<file path="src/rtl/axis_jtag_master.sv">
// AXI-Stream to JTAG master: resets the TAP, loads IR_CODE, then shifts one 32-bit DR word per s_axis beat.
// Latency: 37 TCK periods (2*CLK_DIV aclk each) from s_axis accept to m_axis_tvalid; init is 18 TCKs for IR_WIDTH=6.
// Backpressure: s_axis_tready only in READY with m_axis empty, so a captured word is never overwritten.
// Optional macro AXIS_JTAG_MASTER_LOOPBACK_EN: capture the driven TDI instead of jtag_tdo.
module axis_jtag_master #(
  parameter int unsigned         CLK_DIV  = 4,
  parameter int unsigned         IR_WIDTH = 6,
  parameter logic [IR_WIDTH-1:0] IR_CODE  = 6'h02
) (
  input  logic        aclk,
  input  logic        areset,
  input  logic [31:0] s_axis_tdata,
  input  logic        s_axis_tvalid,
  output logic        s_axis_tready,
  output logic [31:0] m_axis_tdata,
  output logic        m_axis_tvalid,
  input  logic        m_axis_tready,
  output logic        jtag_tck,
  output logic        jtag_tms,
  output logic        jtag_tdi,
  input  logic        jtag_tdo,
  output logic        busy
);

  typedef enum logic [1:0] {TLR, IR_SEQ, READY, DR_SEQ} state_t;

  // Step indices (one step = one TCK period) inside each TAP sequence.
  localparam logic [7:0] DIV_MAX  = 8'(CLK_DIV - 1);
  localparam logic [7:0] TLR_LAST = 8'd5;
  localparam logic [7:0] IR_BIT0  = 8'd4;
  localparam logic [7:0] IR_BITN  = 8'(IR_WIDTH + 3);
  localparam logic [7:0] IR_LAST  = 8'(IR_WIDTH + 5);
  localparam logic [7:0] DR_BIT0  = 8'd3;
  localparam logic [7:0] DR_BITN  = 8'd34;
  localparam logic [7:0] DR_LAST  = 8'd36;

  state_t      state_q, state_d;
  logic [7:0]  step_q, step_d;
  logic [7:0]  div_q, div_d;
  logic        tck_q, tck_d;
  logic        tms_q, tms_d;
  logic        tdi_q, tdi_d;
  logic [31:0] tx_q, tx_d;
  logic [31:0] rx_q, rx_d;
  logic [31:0] mdat_q, mdat_d;
  logic        mvld_q, mvld_d;
  logic        s_rdy;
  logic        tdo_smp;

`ifdef AXIS_JTAG_MASTER_LOOPBACK_EN
  logic unused_tdo;
  assign unused_tdo = jtag_tdo;
  assign tdo_smp    = tdi_q;
`else
  assign tdo_smp    = jtag_tdo;
`endif

  // TMS/TDI pair to present during a given step of a sequence.
  function automatic logic [1:0] tap_bits(input state_t st, input logic [7:0] step,
                                          input logic [31:0] word);
    logic                tms;
    logic                tdi;
    logic [IR_WIDTH-1:0] ir_sh;
    logic [31:0]         dr_sh;
    tms   = 1'b0;
    tdi   = 1'b0;
    ir_sh = IR_CODE >> (step - IR_BIT0);
    dr_sh = word >> (step - DR_BIT0);
    case (st)
      TLR:    tms = (step != TLR_LAST);
      IR_SEQ: begin
        if (step < IR_BIT0) begin
          tms = (step < 8'd2);
        end else if (step <= IR_BITN) begin
          tdi = ir_sh[0];
          tms = (step == IR_BITN);
        end else begin
          tms = (step != IR_LAST);
        end
      end
      DR_SEQ: begin
        if (step < DR_BIT0) begin
          tms = (step == 8'd0);
        end else if (step <= DR_BITN) begin
          tdi = dr_sh[0];
          tms = (step == DR_BITN);
        end else begin
          tms = (step != DR_LAST);
        end
      end
      default: ;
    endcase
    return {tms, tdi};
  endfunction

  assign s_rdy = (state_q == READY) && !mvld_q;

  // State register and all datapath registers.
  always_ff @(posedge aclk or posedge areset) begin
    if (areset) begin
      state_q <= TLR;
      step_q  <= '0;
      div_q   <= '0;
      tck_q   <= 1'b0;
      tms_q   <= 1'b1;
      tdi_q   <= 1'b0;
      tx_q    <= '0;
      rx_q    <= '0;
      mdat_q  <= '0;
      mvld_q  <= 1'b0;
    end else begin
      state_q <= state_d;
      step_q  <= step_d;
      div_q   <= div_d;
      tck_q   <= tck_d;
      tms_q   <= tms_d;
      tdi_q   <= tdi_d;
      tx_q    <= tx_d;
      rx_q    <= rx_d;
      mdat_q  <= mdat_d;
      mvld_q  <= mvld_d;
    end
  end

  // Next state: TCK divider, step sequencing, TDO capture and stream handshakes.
  always_comb begin
    state_d = state_q;
    step_d  = step_q;
    div_d   = div_q;
    tck_d   = tck_q;
    tms_d   = tms_q;
    tdi_d   = tdi_q;
    tx_d    = tx_q;
    rx_d    = rx_q;
    mdat_d  = mdat_q;
    mvld_d  = mvld_q;

    if (mvld_q && m_axis_tready) mvld_d = 1'b0;

    case (state_q)
      READY: begin
        tck_d = 1'b0;
        div_d = '0;
        tms_d = 1'b0;
        tdi_d = 1'b0;
        if (s_axis_tvalid && s_rdy) begin
          tx_d           = s_axis_tdata;
          state_d        = DR_SEQ;
          step_d         = '0;
          {tms_d, tdi_d} = tap_bits(DR_SEQ, 8'd0, s_axis_tdata);
        end
      end
      default: begin
        if (div_q == DIV_MAX) begin
          div_d = '0;
          tck_d = ~tck_q;
          if (!tck_q) begin
            // Rising TCK: capture TDO during the 32 DR shift steps.
            if (state_q == DR_SEQ && step_q >= DR_BIT0 && step_q <= DR_BITN)
              rx_d = {tdo_smp, rx_q[31:1]};
          end else begin
            // Falling TCK: advance to the next step or finish the sequence.
            if ((state_q == TLR && step_q == TLR_LAST) ||
                (state_q == IR_SEQ && step_q == IR_LAST) ||
                (state_q == DR_SEQ && step_q == DR_LAST)) begin
              step_d = '0;
              if (state_q == TLR) begin
                state_d        = IR_SEQ;
                {tms_d, tdi_d} = tap_bits(IR_SEQ, 8'd0, tx_q);
              end else begin
                state_d = READY;
                tms_d   = 1'b0;
                tdi_d   = 1'b0;
                if (state_q == DR_SEQ) begin
                  mdat_d = rx_q;
                  mvld_d = 1'b1;
                end
              end
            end else begin
              step_d         = step_q + 8'd1;
              {tms_d, tdi_d} = tap_bits(state_q, step_q + 8'd1, tx_q);
            end
          end
        end else begin
          div_d = div_q + 8'd1;
        end
      end
    endcase
  end

  assign s_axis_tready = s_rdy;
  assign m_axis_tdata  = mdat_q;
  assign m_axis_tvalid = mvld_q;
  assign jtag_tck      = tck_q;
  assign jtag_tms      = tms_q;
  assign jtag_tdi      = tdi_q;
  assign busy          = (state_q != READY);

endmodule

</file>
<file path="config.mk">
export PLATFORM = sky130hd
export DESIGN_NAME = axis_jtag_master
export DESIGN_NICKNAME = d
export VERILOG_FILES = /design/src/rtl/axis_jtag_master.sv
export SDC_FILE = /design/constraint.sdc
export NUM_CORES = 1
export LEC_CHECK = 0
export ABC_AREA = 0
export BUFFER_PORTS_ARGS = -buffer_cell sky130_fd_sc_hd__buf_4
export CAP_MARGIN = 20
export CELL_PAD_IN_SITES_DETAIL_PLACEMENT = 2
export CELL_PAD_IN_SITES_GLOBAL_PLACEMENT = 2
export CORE_MARGIN = 2
export CORE_UTILIZATION = 35
export DETAILED_ROUTE_END_ITERATION = 16
export PLACE_DENSITY_LB_ADDON = 0.1
export SETUP_SLACK_MARGIN = 0.2
export SLEW_MARGIN = 40
export SYNTH_ARGS = -nofsm -noshare
export SYNTH_HDL_FRONTEND = slang
export SYNTH_SLANG_ARGS = --single-unit
export TNS_END_PERCENT = 5
</file>
<file path="constraint.sdc">
create_clock -name aclk -period 3.5 [get_ports aclk]
set_input_delay 0.35 -clock aclk [delete_from_list [all_inputs] [get_ports aclk]]
set_output_delay 0.35 -clock aclk [all_outputs]
set_load 0.02 [all_outputs]
</file>
==> results of run 1 <==
## worst register-to-register path, stage by stage (launching register included)
cell                      delay, ns
sky130_fd_sc_hd__dfrtp_1       0.42
sky130_fd_sc_hd__ha_1          0.25
sky130_fd_sc_hd__or4b_4        0.51
sky130_fd_sc_hd__or4_4         0.45
sky130_fd_sc_hd__a21oi_2       0.14
sky130_fd_sc_hd__nand3_2       0.37
sky130_fd_sc_hd__buf_4         0.39
sky130_fd_sc_hd__mux2_4        0.33
## flip-flops by register name, summed over array words and instances (netlist names), 2 cells and up
signal and flops:
div_q 8, step_q 8, state_q 2, rx_q 32, tx_q 32, m_axis_tdata 32
## cells in the mapped netlist, types with 2 or more instances
master	number	area, µm²
sky130_fd_sc_hd__dfrtp_1	117	2930
sky130_fd_sc_hd__mux2_2	40	450
sky130_fd_sc_hd__mux2_4	30	450
sky130_fd_sc_hd__mux2_1	27	304
sky130_fd_sc_hd__nor2_1	26	97.6
sky130_fd_sc_hd__nand2_1	17	63.8
sky130_fd_sc_hd__o21ai_0	15	75.1
sky130_fd_sc_hd__buf_2	12	60.1
sky130_fd_sc_hd__inv_1	12	45.0
sky130_fd_sc_hd__nand3_1	11	55.1
sky130_fd_sc_hd__a21oi_1	9	45.0
sky130_fd_sc_hd__xnor2_1	9	78.8
sky130_fd_sc_hd__clkbuf_1	8	30.0
sky130_fd_sc_hd__mux4_2	8	180
sky130_fd_sc_hd__ha_1	7	87.6
sky130_fd_sc_hd__xor2_1	7	61.3
sky130_fd_sc_hd__a31oi_1	5	31.3
sky130_fd_sc_hd__nor2b_1	5	31.3
sky130_fd_sc_hd__nor3_1	5	25.0
sky130_fd_sc_hd__or3_1	5	31.3
sky130_fd_sc_hd__and2_1	4	25.0
sky130_fd_sc_hd__and3_1	4	25.0
sky130_fd_sc_hd__buf_1	3	11.3
sky130_fd_sc_hd__buf_6	3	33.8
sky130_fd_sc_hd__nand4_1	3	18.8
sky130_fd_sc_hd__nand4b_1	3	26.3
sky130_fd_sc_hd__nor4_1	3	18.8
sky130_fd_sc_hd__o22ai_1	3	18.8
sky130_fd_sc_hd__o32ai_1	3	26.3
sky130_fd_sc_hd__a211oi_1	2	15.0
sky130_fd_sc_hd__a21boi_0	2	15.0
sky130_fd_sc_hd__a21o_1	2	15.0
sky130_fd_sc_hd__a22oi_1	2	15.0
sky130_fd_sc_hd__and3_2	2	15.0
sky130_fd_sc_hd__mux2i_1	2	20.0
sky130_fd_sc_hd__nand2b_1	2	12.5
sky130_fd_sc_hd__nor3b_1	2	15.0
sky130_fd_sc_hd__o31ai_1	2	15.0
sky130_fd_sc_hd__or3b_1	2	17.5
## worst max-delay path by stage
stage | slack, ns | cells after the start | endpoint
3_5_place_dp | 0.54 | 7 | rx_q[20]
5_1_grt | 0.43 | 7 | rx_q[10]
6_report | 0.53 | 7 | rx_q[19]
2_1_floorplan | 0.78 | 12 | jtag_tms
3_3_place_gp | 0.65 | 7 | rx_q[22]
4_1_cts | 0.52 | 7 | rx_q[10]
## power groups by stage
stage / registers, µW / clock network [µW] / logic [µW]
2_1_floorplan: 1390 / 0 / 21.2
3_3_place_gp: 1390 / 0 / 62.9
3_5_place_dp: 1390 / 0 / 71.5
4_1_cts: 1370 / 1790 / 72.3
5_1_grt: 1370 / 1850 / 77.5
6_report: 1370 / 1740 / 68.9
## kinds of logic (layout without fill, tap and decap cells)
logic type | after synthesis | in the layout | share of synthesized area
flops | 118 | 118 | 0.516
mux | 107 | 107 | 0.245
simple gates | 104 | 104 | 0.104
compound gates | 53 | 53 | 0.0625
buf+inv | 39 | 133 | 0.0328
xor+xnor | 16 | 16 | 0.0245
fa+ha+maj | 7 | 7 | 0.0153
## through the flow
step | instances | util | setup slack, ns | power (µW) | hold slack (ns)
6_report | 754 | 0.449 | 0.526 | 3180 | 0.123
5_1_grt | 754 | 0.449 | 0.432 | 3290 | 0.119
4_1_cts | 754 | 0.449 | 0.523 | 3230 | 0.110
3_5_place_dp | 721 | 0.412 | 0.536 | 1460 | 0.235
3_3_place_gp | 719 | 0.409 | 0.646 | 1450 | 0.480
2_1_floorplan | 444 | - | 0.784 | 1410 | 0.446
## timing repair
action | CTS | global route
hold buffers | 1 | 0
buffers inserted | 0 | 0
hold endpoints to repair | 20 | 0
setup endpoints to repair | 0 | 0
## placed cells by master (no fill, tap or decap), drive strengths merged, types with 4 or more instances in the layout
cell type / count
xor2: 7
ha: 7
mux4: 8
clkbuf: 19
clkinv: 4
a31oi: 5
or3: 5
xnor2: 9
and3: 6
nor4: 4
nand2: 17
a21oi: 10
dfrtp: 117
inv: 15
o21ai: 16
mux2: 97
nand4: 4
and2: 4
nor2b: 5
buf: 88
clkinvlp: 4
nor2: 26
nand3: 12
nor3: 5
## cell type report
type / instances / share of cell area
clock inverter: 13 / 0.0203
multi-input combinational: 287 / 0.361
clock buffer: 19 / 0.0618
inverter: 12 / 0.00681
timing repair buffer: 89 / 0.0999
sequential: 118 / 0.412
tap: 216 / 0.0377
## metal layers
| layer | vias up | track usage | routed length, µm |
|---|---|---|---|
| li1 | 1764 | - | - |
| met5 | - | 0 | 0 |
| met3 | 13 | 0.0504 | 544 |
| met2 | 52 | 0.290 | 7010 |
| met4 | 0 | 0.0562 | 128 |
| met1 | 1961 | 0.229 | 6690 |
==> impl_results.rst, run 1 <==
.. list-table::
   :header-rows: 1

   * - Metric
     - Value
   * - Result of the run
     - completed
   * - Number of buffers and inverters on the critical path
     - 1
   * - Post-Syn Area per Cell
     - 12.9 µm²
   * - Category of the worst setup path capture point
     - register
   * - Clock slew at the register clock pins of the worst setup and hold paths
     - 0.06 ns
   * - Sum of negative setup slack
     - 0 ns
   * - Aggregate global routing overflow
     - 0
   * - Layout cells sized above 1
     - 0.390
   * - Achievable frequency
     - 336 MHz
   * - Sequential area share after synthesis
     - 0.516
   * - Final Wtd Congestion
     - 0.769
   * - Flop and latch count out of synthesis
     - 118
   * - Post-layout minimum cycle time
     - 2.97 ns
   * - Area after detailed placement
     - 6570 µm²
   * - Post-layout nets
     - 569
   * - Worst-margin pin slew
     - 0.683 ns
   * - H-tree depth
     - 4
   * - Number of global-route vias before repair
     - 4333
   * - Area of the mapped netlist
     - 5730 µm²
   * - Drt wl/cell
     - 19.1 µm
   * - Number of inserted diodes
     - 0
   * - Final number of hold-violating endpoints
     - 0
   * - Synthesized netlist net count
     - 488
   * - Cell area after layout
     - 7160 µm²
   * - Total power per unit cell area
     - 443 nW/µm²
   * - Launch point of the worst reg-to-reg path
     - div_q[0]
   * - Number of nets still failing antenna checks after routing
     - 0
   * - Cell class contributing the biggest share of worst-path delay
     - simple AND/OR/NAND/NOR gates
   * - Clock tree from TritonCTS
     - done
   * - Proportion of power drawn by the clock network
     - 0.548
   * - Layout-stage area growth over the synthesis result
     - 25.0%
   * - Arrival time of the worst setup path
     - 3.28 ns
   * - Post-route clock period utilization
     - 0.850
   * - Post-synth top flop
     - sky130_fd_sc_hd__dfrtp_1
   * - Hold wc startpoint
     - m_axis_tready
   * - Number of port buffers
     - 74
   * - Class of the worst hold path
     - input pin to register
   * - Share of total power in combinational logic
     - 0.022
   * - Routed wire length
     - 14400 µm
   * - Min-Delay Path Depth
     - 2
   * - Overall track demand over capacity in global routing
     - 0.178
   * - Worst-path cell with the longest stage delay
     - sky130_fd_sc_hd__or4b_4
   * - Vias per std cell
     - 5.03
   * - Root buf cell
     - sky130_fd_sc_hd__clkbuf_16
   * - Nature of the critical path startpoint
     - register
   * - First element of the critical path
     - div_q[0]
   * - Worst hold path endpoint
     - m_axis_tvalid
   * - First-pass iteration count of the detailed router
     - 4
   * - Die Span X
     - 132 µm
   * - Worst slew margin
     - 0.544
   * - Destination of the worst register-to-register timing path
     - rx_q[19]
   * - Clock buffer depth
     - 2
   * - Unrepaired setup endpoints after global routing
     - false
   * - Area inside the core boundary
     - 15900 µm²
   * - Number of warnings printed during yosys synthesis
     - 0
   * - Synth Instances
     - 444
   * - Sequential cell area in the final layout
     - 2950 µm²
   * - Initial core utilization
     - 0.359
   * - Async S/R FF share, synth
     - 1.00
   * - Slack of the worst reg-to-reg path
     - 0.53 ns
   * - Worst vdd ir
     - 0.335 mV
   * - Floorplan die area
     - 17400 µm²
   * - Fill cell count
     - 1585
   * - Vertical die dimension
     - 132 µm
   * - Part of the total power dissipated in sequential elements
     - 0.430
   * - Largest fanout on the critical path
     - 13
   * - Global-route wire length before repair
     - 24100 µm
   * - Synth unique cells
     - 59
   * - CTS Buf Count
     - 17
   * - Switching Fraction
     - 0.221
   * - Vias after detailed routing
     - 3790
   * - Max-slew violations
     - 0
   * - Max-capacitance violation count
     - 0
   * - I/O pin count
     - 75
   * - Standard-cell rows
     - 46
   * - R2R cell count
     - 7
   * - Post-cts sizing count
     - 0
   * - Area occupied by multi-input gates
     - 2590 µm²
   * - Largest net degree at the start of global routing
     - 80
   * - Number of enable flip-flop cells after synthesis
     - 0
   * - Number of setup violations in the final report
     - 0
   * - Cell-by-cell listing of the critical path
     - ha_1 > or4b_4 > or4_4 > a21oi_2 > nand3_2 > buf_4 > mux2_4
   * - Required time of the critical path
     - 3.80 ns
   * - Internal Dissipation
     - 2470 µW
   * - Final clock skew
     - 0.0159 ns
   * - Clock latency of the later-clocked register in the worst-skew pair
     - 0.42 ns
   * - Static power due to leakage
     - 0.00360 µW
   * - Detailed Route Iter0 Violations
     - 151
   * - Remaining routing DRC violations
     - 0
   * - Sw power
     - 702 µW
   * - Type of the worst setup path
     - register to register
   * - Sum of net half-perimeters after detailed placement
     - 9910 µm
   * - Initial antenna violation count
     - 0
   * - Worst stage delay on the critical path
     - 0.51 ns
   * - Sink Count
     - 118
(Power assumes the default switching activity.)
==> run 2, diff against run 1 <==
==> constraint.sdc (replaced) <==
create_clock -name aclk -period 2.79 [get_ports aclk]
set_input_delay 0.279 -clock aclk [delete_from_list [all_inputs] [get_ports aclk]]
set_output_delay 0.279 -clock aclk [all_outputs]
set_load 0.02 [all_outputs]
==> run 2 against run 1 <==
Effect of this change:
- clock skew is 0.0082 ns lower
- sequential share of layout area decreased by 0.39 points
- clock-buffer cell count rose by 4
- final cell count increased by 1.5%
- maximum frequency is 19% higher
- critical path depth up 2
- die area unchanged
- hold slack worse by 0.074 ns
- critical path type unchanged
- largest power group unchanged
==> impl_results.rst, run 2 (synthesis gave the netlist of run 1 again) <==
.. list-table::
   :header-rows: 1

   * - Metric
     - Value
   * - Area after detailed placement
     - 6620 µm² (+0.84%)
   * - Worst-margin pin slew
     - 0.720 ns (+0.0369 ns)
   * - Arrival time of the worst setup path
     - 2.85 ns (-0.43 ns)
   * - Sw power
     - 811 µW (+16%)
   * - Cell area after layout
     - 7240 µm² (+1.0%)
   * - Final number of hold-violating endpoints
     - 0 (unchanged)
   * - Post-layout minimum cycle time
     - 2.50 ns (-0.471 ns)
   * - Category of the worst setup path capture point
     - register
   * - Aggregate global routing overflow
     - 0 (unchanged)
   * - Commonest cells after routing, fill and taps aside
     - 115 x sky130_fd_sc_hd__dfrtp_1, 98 x sky130_fd_sc_hd__buf_4, 40 x sky130_fd_sc_hd__mux2_2
   * - Final instance count without filler cells
     - 765 (+1.5%)
   * - Number of inserted diodes
     - 0 (unchanged)
   * - Share of total power in combinational logic
     - 0.021 (about the same)
   * - Die Span X
     - 132 µm (unchanged)
   * - Clock latency of the later-clocked register in the worst-skew pair
     - 0.41 ns (about the same)
   * - Type of the worst setup path
     - register to register
   * - Part of the total power dissipated in sequential elements
     - 0.446 (+0.016)
   * - Remaining routing DRC violations
     - 0 (unchanged)
   * - Initial antenna violation count
     - 0 (unchanged)
   * - Vias after detailed routing
     - 3902 (+3.0%)
   * - First element of the critical path
     - step_q[0]
   * - Number of port buffers
     - 74 (unchanged)
   * - Internal Dissipation
     - 3030 µW (+23%)
   * - Standard-cell rows
     - 46 (unchanged)
   * - Worst vdd ir
     - 0.434 mV (+29%)
   * - Total power per unit cell area
     - 531 nW/µm² (+20%)
   * - Clock slew at the register clock pins of the worst setup and hold paths
     - 0.05 ns (about the same)
   * - Class of the worst hold path
     - input pin to register
   * - Sum of net half-perimeters after detailed placement
     - 9950 µm (+0.36%)
   * - Most common cell after layout, fill and taps aside
     - sky130_fd_sc_hd__dfrtp_1
   * - Clock buffer depth
     - 2 (unchanged)
   * - Switching Fraction
     - 0.211 (-0.0101)
   * - Clock tree from TritonCTS
     - done
   * - Final clock skew
     - 0.00772 ns (-0.00821 ns)
   * - Max-capacitance violation count
     - 0 (unchanged)
   * - Number of global-route vias before repair
     - 4406 (+1.7%)
   * - Initial core utilization
     - 0.359 (unchanged)
   * - Number of nets still failing antenna checks after routing
     - 0 (unchanged)
   * - Worst slew margin
     - 0.520 (-0.0246)
   * - Overall track demand over capacity in global routing
     - 0.181 (+0.00346)
   * - Layout-stage area growth over the synthesis result
     - 26.4%
   * - Largest fanout on the critical path
     - 13 (unchanged)
   * - Global-route wire length before repair
     - 24700 µm (+2.2%)
   * - H-tree depth
     - 4 (unchanged)
   * - Post-layout nets
     - 582 (+2.3%)
   * - Vertical die dimension
     - 132 µm (unchanged)
   * - Sum of negative setup slack
     - 0 ns (unchanged)
   * - Largest net degree at the start of global routing
     - 78 (-2.5%)
   * - Detailed Route Iter0 Violations
     - 98 (-35%)
   * - Launch point of the worst reg-to-reg path
     - step_q[0]
   * - Required time of the critical path
     - 3.14 ns (-0.66 ns)
   * - Fill cell count
     - 1615 (+1.9%)
   * - Drt wl/cell
     - 19.4 µm (+1.5%)
   * - Routed wire length
     - 14800 µm (+3.0%)
   * - Sink Count
     - 118 (unchanged)
   * - Final Wtd Congestion
     - 0.791 (+2.9%)
   * - Static power due to leakage
     - 0.00364 µW (+1.3%)
   * - Post-route clock period utilization
     - 0.897 (+0.0476)
   * - Root buf cell
     - sky130_fd_sc_hd__clkbuf_16
   * - Layout cells sized above 1
     - 0.412 (+0.0213)
   * - Floorplan die area
     - 17400 µm² (unchanged)
   * - Hold wc startpoint
     - m_axis_tready
   * - Vias per std cell
     - 5.10 (+1.5%)
   * - Dpl cells
     - 731 (+1.4%)
   * - Achievable frequency
     - 399 MHz (+19%)
   * - Number of setup violations in the final report
     - 0 (unchanged)
   * - Result of the run
     - completed
   * - Nature of the critical path startpoint
     - register
   * - Area inside the core boundary
     - 15900 µm² (unchanged)
   * - Proportion of power drawn by the clock network
     - 0.533 (-0.015)
   * - Max-slew violations
     - 0 (unchanged)
   * - First-pass iteration count of the detailed router
     - 4 (unchanged)
   * - Unrepaired setup endpoints after global routing
     - true
   * - CTS Buf Count
     - 17 (unchanged)
   * - I/O pin count
     - 75 (unchanged)
run 2: repair_timing:
item,CTS,global route
endpoints found under the hold margin,11,0
resized for setup,1,8
pin swaps,0,1
buffers inserted,0,3
setup endpoints to repair,2,71
hold buffers,1,0
run 2: layer usage:
metal	share of wire	track usage	vias up	wire [µm]
met2	0.49	0.292	57	7330
met4	0.013	0.0634	0	190
met5	0	0	-	0
met1	0.46	0.238	2048	6780
li1	-	-	1781	-
met3	0.034	0.0465	16	504
run 2: worst max-delay path, cell delays in order (launching register included):
cell and delay (ns):
sky130_fd_sc_hd__dfrtp_1 0.44, sky130_fd_sc_hd__buf_4 0.20, sky130_fd_sc_hd__ha_1 0.23, sky130_fd_sc_hd__a21oi_1 0.24, sky130_fd_sc_hd__a2111oi_4 0.10, sky130_fd_sc_hd__buf_4 0.17, sky130_fd_sc_hd__buf_4 0.14, sky130_fd_sc_hd__or3_4 0.45
sky130_fd_sc_hd__or3b_1 0.40, sky130_fd_sc_hd__nand2_1 0.08
run 2: final cells by class:
type	count	area, µm²	share of cell area
clock inverter	7	73.8	0.0102
clock buffer	23	478	0.0660
multi-input combinational	287	2620	0.361
timing repair buffer	102	797	0.110
tap	216	270	0.0373
inverter	12	48.8	0.00674
sequential	118	2960	0.408
run 2: worst paths after layout:
| check | to | slack, ns | depth (start not counted) |
|---|---|---|---|
| max in group asynchronous | step_q[2] | 1.75 | 4 |
| min reg2reg | m_axis_tdata[22] | 0.49 | 1 |
| min | m_axis_tvalid | 0.05 | 2 |
| max | step_q[4] | 0.29 | 9 |
| max reg2reg | step_q[4] | 0.29 | 9 |
| min in group asynchronous | rx_q[14] | 0.54 | 4 |
run 2: power groups by stage:
stage / clock network [µW] / registers [µW] / logic, µW
final: 2050 / 1710 / 79.7
after global routing: 2190 / 1710 / 90.3
after CTS: 2110 / 1710 / 83.8
after detailed placement: 0 / 1740 / 82.6
after global placement: 0 / 1740 / 79.7
after floorplan: 0 / 1740 / 26.6
run 2: through the flow:
stage	hold WS [ns]	total power [µW]	util	setup WS [ns]
finish	0.0489	3850	0.454	0.287
global placement	0.435	1820	0.415	0.253
detailed placement	0.444	1830	0.415	0.166
CTS	0.0241	3910	0.451	0.213
global route	0.0757	3990	0.454	0.176
floorplan	0.375	1770	-	0.0742
